`src/rtl/fetch_buffer.sv`:
```
// fetch_buffer
//   Instruction queue between fetch (IF) and decode (ID). Accepts {pc, instr}
//   pairs from fetch with a valid/ready handshake and presents them to decode
//   in program order, with the head visible without a read request. A flush
//   discards all queued entries, for example on a branch or exception redirect.
//
// Ports
//   clk, rst_n            core clock; asynchronous active-low reset
//   flush_i               synchronous discard of all entries
//   if_valid_i/_ready_o   fetch-side handshake
//   if_pc_i, if_instr_i   incoming pair
//   id_valid_o/_ready_i   decode-side handshake
//   id_pc_o, id_instr_o   head pair (0 / NOP when empty)
//   count_o               number of occupied entries
module fetch_buffer #(
   parameter int          DEPTH = 4,
   parameter logic [31:0] NOP   = 32'h0000_0013
) (
   input  logic                     clk,
   input  logic                     rst_n,
   input  logic                     flush_i,
   input  logic                     if_valid_i,
   input  logic [63:0]              if_pc_i,
   input  logic [31:0]              if_instr_i,
   output logic                     if_ready_o,
   output logic                     id_valid_o,
   output logic [63:0]              id_pc_o,
   output logic [31:0]              id_instr_o,
   input  logic                     id_ready_i,
   output logic [$clog2(DEPTH):0]   count_o
);

   localparam int AW = $clog2(DEPTH);
   localparam int CW = AW + 1;

   logic [63:0]   r_pc_mem    [DEPTH];
   logic [31:0]   r_instr_mem [DEPTH];
   logic [AW-1:0] r_wr_ptr;
   logic [AW-1:0] r_rd_ptr;
   logic [CW-1:0] r_count;

   logic w_push;
   logic w_pop;

   // Ready depends only on occupancy, so a full queue refuses a push even
   // when decode is popping in the same cycle. This keeps if_ready_o free of
   // any combinational path from id_ready_i.
   assign if_ready_o = (r_count != CW'(DEPTH));
   assign id_valid_o = (r_count != '0);
   assign count_o    = r_count;

   assign w_push = if_valid_i & if_ready_o & ~flush_i;
   assign w_pop  = id_valid_o & id_ready_i & ~flush_i;

   // The head is read straight from storage. A new pair therefore shows up
   // one cycle after it is pushed, because there is no write-to-read bypass.
   assign id_pc_o    = id_valid_o ? r_pc_mem[r_rd_ptr]    : 64'd0;
   assign id_instr_o = id_valid_o ? r_instr_mem[r_rd_ptr] : NOP;

   // Storage has no reset: the count alone decides which entries are live.
   always_ff @(posedge clk) begin
      if (w_push) begin
         r_pc_mem[r_wr_ptr]    <= if_pc_i;
         r_instr_mem[r_wr_ptr] <= if_instr_i;
      end
   end

   always_ff @(posedge clk or negedge rst_n) begin
      if (!rst_n) begin
         r_wr_ptr <= '0;
         r_rd_ptr <= '0;
         r_count  <= '0;
      end else if (flush_i) begin
         r_wr_ptr <= '0;
         r_rd_ptr <= '0;
         r_count  <= '0;
      end else begin
         if (w_push) r_wr_ptr <= r_wr_ptr + 1'b1;
         if (w_pop)  r_rd_ptr <= r_rd_ptr + 1'b1;
         case ({w_push, w_pop})
            2'b10:   r_count <= r_count + 1'b1;
            2'b01:   r_count <= r_count - 1'b1;
            default: r_count <= r_count;
         endcase
      end
   end

   a_no_push_full: assert property (@(posedge clk) disable iff (!rst_n)
      w_push |-> (r_count != CW'(DEPTH)));
   a_no_pop_empty: assert property (@(posedge clk) disable iff (!rst_n)
      w_pop |-> (r_count != '0));
   a_count_range:  assert property (@(posedge clk) disable iff (!rst_n)
      r_count <= CW'(DEPTH));

endmodule
```
`config.mk`:
```
export PLATFORM = sky130hd
export DESIGN_NAME = fetch_buffer
export DESIGN_NICKNAME = d
export VERILOG_FILES = /design/src/rtl/fetch_buffer.sv
export SDC_FILE = /design/constraint.sdc
export NUM_CORES = 1
export LEC_CHECK = 0
export CAP_MARGIN = 20
export CORE_ASPECT_RATIO = 1.5
export CORE_UTILIZATION = 45
export DETAILED_ROUTE_END_ITERATION = 10
export GPL_TIMING_DRIVEN = 0
export PLACE_DENSITY = 0.69
export SLEW_MARGIN = 20
export SYNTH_ARGS = -nofsm -noshare
export SYNTH_HDL_FRONTEND = slang
export SYNTH_SLANG_ARGS = --single-unit
```
`constraint.sdc`:
```
create_clock -name clk -period 4.2 [get_ports clk]
set_input_delay 0.42 -clock clk [delete_from_list [all_inputs] [get_ports clk]]
set_output_delay 0.42 -clock clk [all_outputs]
set_load 0.05 [all_outputs]
```
# == After elaboration in Yosys (flattened, before gate mapping) ==
# Memories as Yosys holds them, arrays and structs flattened.
# Cells that the tools add are included.
# word_totals
elab_cells,31
rom_bits,0
ramBits,384
out_inout_bits,101
latch_bits,0
n_memories,2
ff_bits,7
inputBits,101
# memory_table
name,depth,width,rd,rd_clocked_by_memory_dff,wr,line_no,rtl
r_pc_mem,4,64,1,0,1,36,logic [63:0] r_pc_mem [DEPTH];
r_instr_mem,4,32,1,0,1,37,logic [31:0] r_instr_mem [DEPTH];
# classes
add_sub_neg,4
magnitude_cmp,0
mux,10
bitwise_logic,5
n_eq_ne,3
n_reduce_logical,4
n_div,0
shift,0
multipliers,0
# ops
cell,count
$mux W64,1
$mux W32,1
$mux W2,4
$pmux W3 S2,1
$reduce_bool A3 Y1,2
$add A2 B1 Y2 const B,2
$and A1 B1 Y1,4
$reduce_bool A2 Y1,2
$add A3 B1 Y3 const B,1
$mux W3,1
$ne A3 B3 Y1 const B,1
$sub A3 B1 Y3 const B,1
$eq A2 B1 Y1 const B,1
$eq A2 B2 Y1 const B,1
$mux W1,2
$not A1 Y1,1

# == Logic depth before layout (Yosys ltp) ==
# logic_depth
depth_word,6
depth_mapped,8
depth_no_buf,7

# == Worst setup path after synthesis ==
# Ideal clock, no wire load.
# synth_path
kind,register to register
from,register r_count[0] (netlist: count_o[0])
to,memory r_instr_mem[2][0] (enable)
required_ns,3.734
path_stages_with_launch,5
synth_period_minus_slack_ns,4.012
setup_time_ns,0.466
arrival_time_ns,3.546
slack_ns,0.188
n_path_buf,1
cell_sequence,dfrtp_1 buf_2 nor3b_1 nor3_1 and2_1
# synth_via
elab_chain_cells,5
# synth_lines
item,line_no,rtl
"start, declared",40,logic [CW-1:0] r_count;
"start signal, assigned",81,2'b10: r_count <= r_count + 1'b1;
"start signal, assigned",82,2'b01: r_count <= r_count - 1'b1;
"start signal, assigned",83,default: r_count <= r_count;
$ne A3 B3 Y1,48,assign if_ready_o = (r_count != CW'(DEPTH));
$and A1 B1 Y1 (2 in series),52,assign w_push = if_valid_i & if_ready_o & ~flush_i;
$mux W1,62,if (w_push) begin
$mux W1 (not written as such),64,r_instr_mem[r_wr_ptr] <= if_instr_i;
"end, declared",37,
# Every way passes these cells.

# == Worst setup path in the final report ==
# layout_path
from,register r_count[1] (netlist: count_o[1])
to,output port id_instr_o[16]
# layout_via
elab_chain_cells,2
# layout_lines
item,line_no,rtl
$reduce_bool A3 Y1,49,assign id_valid_o = (r_count != '0);
$mux W32,58,assign id_instr_o = id_valid_o ? r_instr_mem[r_rd_ptr] : NOP;
"end, declared",28,"output logic [31:0] id_instr_o,"
# Every way passes these cells.

==> impl_results.md <==
- Area grow syn2layout: 26.39%
- Most common cell after layout, fill and taps aside: edfxtp_1
- Worst endpoint required time: 3.78 ns
- Clk slew on worst S/H paths: 0.06 ns
- Post-layout util: 0.5810
- Total Power: 10020 uW
- # DRC: 0
- Post-synth top area share: 0.7663
- Netlist Area Pre-Place: approximately 15000 um2
- Final instance count without filler cells: 1369
- Critical path launch point type: flop
- Ports: about 200
- First-pass GRT wire length: approximately 45 mm
- Initial DRC count: 388
- Worst vdd ir: 0.3790 mV
- DR pass1 iterations: 5
- Area contributors post-synth: edfxtp_1 (77%), mux4_2 (14%), and2_1 (4.0%), dfrtp_1 (1.2%), buf_2 (0.53%)
- Ys Warns: 0
- Final min period: 3.989 ns
- Met3 usage: 0.03232
- LEAKAGE: 0.006062 uW
- Total wire length: ~30 mm
- Worst-path cell chain: buf_2 -> nor3_2 -> inv_1 -> clkbuf_1 -> clkbuf_1 -> and2_1 -> clkdlybuf4s50_1
- GP Congestion: 0.7418
- Die area: 34190 um2
- CP max stage cell: clkdlybuf4s50_1
- Top delay family on crit path: buffers and inverters
- Vias/cell: between 5 and 6
- GRT Max-Usage Layer: met2
- Total Nets Final: 1030
- Clk sinks: 391
- CP Class: reg2out
- Clock Skews: approximately 0.017 ns
- Clock insertion delay at the later pin of the skew report: 0.53 ns
- Initial antenna violation count: 2
- Status: finished, final reports clean
- Yosys cell types: 35
- Die Height: 226.0 um
- Avg Synthesized Cell Area: about 22 um2
- CTS tree: built
- CTS resizes: 0
- M1 GR Usage: 0.2158
- RSZ-0062 raised after global routing: no
- Grt ovf: 0
- Cells after synthesis: 677
- Register bit total from synthesis: 391
- Met2 global-route usage: 0.3249
- Post-CTS Setup Bufs: 0
- Core ar.: 32740 um2
- Clk root buf: clkbuf_16
- Initial Util: 0.4597
- Hold buffer count at CTS: 0
- Row cnt: 81
- Type of the most critical hold path: in2async
- Most frequent cells in the layout: edfxtp_1 (384), clkdlybuf4s50_1 (200), mux4_2 (96), and2_1 (93), clkbuf_16 (39)
- Fmax: 250.7 MHz
- Final Max Tran Viols: 0
- Relative slew margins: 0.4520
- Max-Cap Viols: 0
- Via count: 7325
- # placed instances: 1300
- Crit share post-route: 0.9497
- WP buf/inv: 5
- Dpl hpwl: ~19 mm
- H-tree Lvls: 2
- CTS buffer count: 37
- WL/cell: roughly 22 um
- Number of synthesized flops with an enable pin: ~380
- Worst-case clock buffer depth: 3
- Top FF cell, synth: edfxtp_1
- Gr usage total: 0.1803
- Critical Path Max Stage Delay: 0.82 ns
- WP data arrival: ~3.6 ns
- Syn_nets: 783
- Register area share after synthesis: 0.7780
- I/O Buffers: 200
- Pwr Density: 526.6 nW/um2
- FFs w/ async S/R, synth: 0.01790
- Worst-margin pin slew: around 0.8 ns
- Share of cells above drive strength 1: 0.1941
- Final hold viol count: 0
- Final number of setup-violating endpoints: 0
- Most used cell, CP: clkbuf_1
- Vias in the first global route: 7778
- Synth area leader: edfxtp_1
- CP Max Fanout: 10
- Die W: 151.3 um
- Largest net degree at the start of global routing: 46
- Crit. End Element: output port
- Final ANT Viol Nets: 0
## layout make-up
type | instances | area (um2)
multi-input combinational | 241 | 3120
clock inverter | 22 | 237.7
tap | 415 | 519.2
sequential | 391 | 11710
fill | 2433 | 13720
inverter | 7 | 26.28
buffer | 38 | 203.9
antenna | 1 | 2.502
timing repair buffer | 208 | 2200
clock buffer | 46 | 1002
## layer usage
layer | share of wire | vias to the layer above
met4 | 0.024 | 2
met1 | 0.38 | 3820
met2 | 0.55 | 191
li1 | - | 3262
met5 | 0.00043 | -
met3 | 0.049 | 50
## path summary, 6_finish.rpt
kind,start,end,slack [ns],depth (start not counted)
worst max-delay path,count_o[1],id_instr_o[16],0.21,7
worst min-delay path,rst_n,r_rd_ptr[1],0.17,1
worst max register to register,count_o[0],r_pc_mem[0][7],1.65,6
worst min register to register,r_wr_ptr[0],r_wr_ptr[0],0.60,2
max in group asynchronous,rst_n,count_o[1],3.79,1
min in group clk,flush_i,r_rd_ptr[1],0.27,2
## synthesized netlist by cell type, drive strengths merged (2+ instances only)
| master | n |
|---|---|
| inv | 7 |
| a21oi | 5 |
| o21ai | 3 |
| nor2 | 5 |
| nand3b | 2 |
| and2 | 97 |
| mux4 | 96 |
| ha | 4 |
| nand3 | 3 |
| nor3 | 3 |
| xor2 | 2 |
| clkbuf | 16 |
| nand2b | 4 |
| or2 | 3 |
| buf | 22 |
| a2111oi | 2 |
| dfrtp | 7 |
| edfxtp | 384 |
## power breakdown
part           leakage (uW)  internal [uW]  switching, uW
logic               0.00187            852           1340
registers           0.00358           4410           28.7
clock network      0.000609           2010           1370
total               0.00606           7280           2740
## sequential cells by signal, summed over array words and instances (netlist names)
signal / count
r_pc_mem: 256
r_instr_mem: 128
count_o: 3
r_rd_ptr: 2
r_wr_ptr: 2
## cell families (layout without fill, tap and decap cells)
kind of cell,count (synthesis),after routing,synth area share
muxes,96,96,0.1437
buffers and inverters,45,321,0.01530
DFF,391,391,0.7780
and+or+nand+nor,120,120,0.04914
adders and majority gates,5,5,0.004657
AOI/OAI and AO/OA,17,17,0.007485
other,0,1,0
xor gates and xnor gates,3,3,0.001747
## through the flow
step | setup WS [ns] | hold WS (ns) | cell area (um2) | setup TNS (ns)
final | 0.2111 | 0.1703 | 19020 | 0
after global routing | 0.02949 | 0.1715 | 19020 | 0
after CTS | 0.1225 | 0.1519 | 19020 | 0
after floorplan | 0.1881 | 0.1244 | 15050 | 0
after detailed placement | 0.6896 | 0.5971 | 17780 | 0
after global placement | -2.223 | 0.5790 | 17570 | -836.11
## worst register-to-register path: stages (launching register included)
cell and delay (ns):
dfrtp_1 0.47, buf_2 0.26, nor3b_1 0.11, nor3_1 0.36, and2_4 0.44, buf_16 0.29, buf_16 0.29
Power figures use the tool's default switching activity.
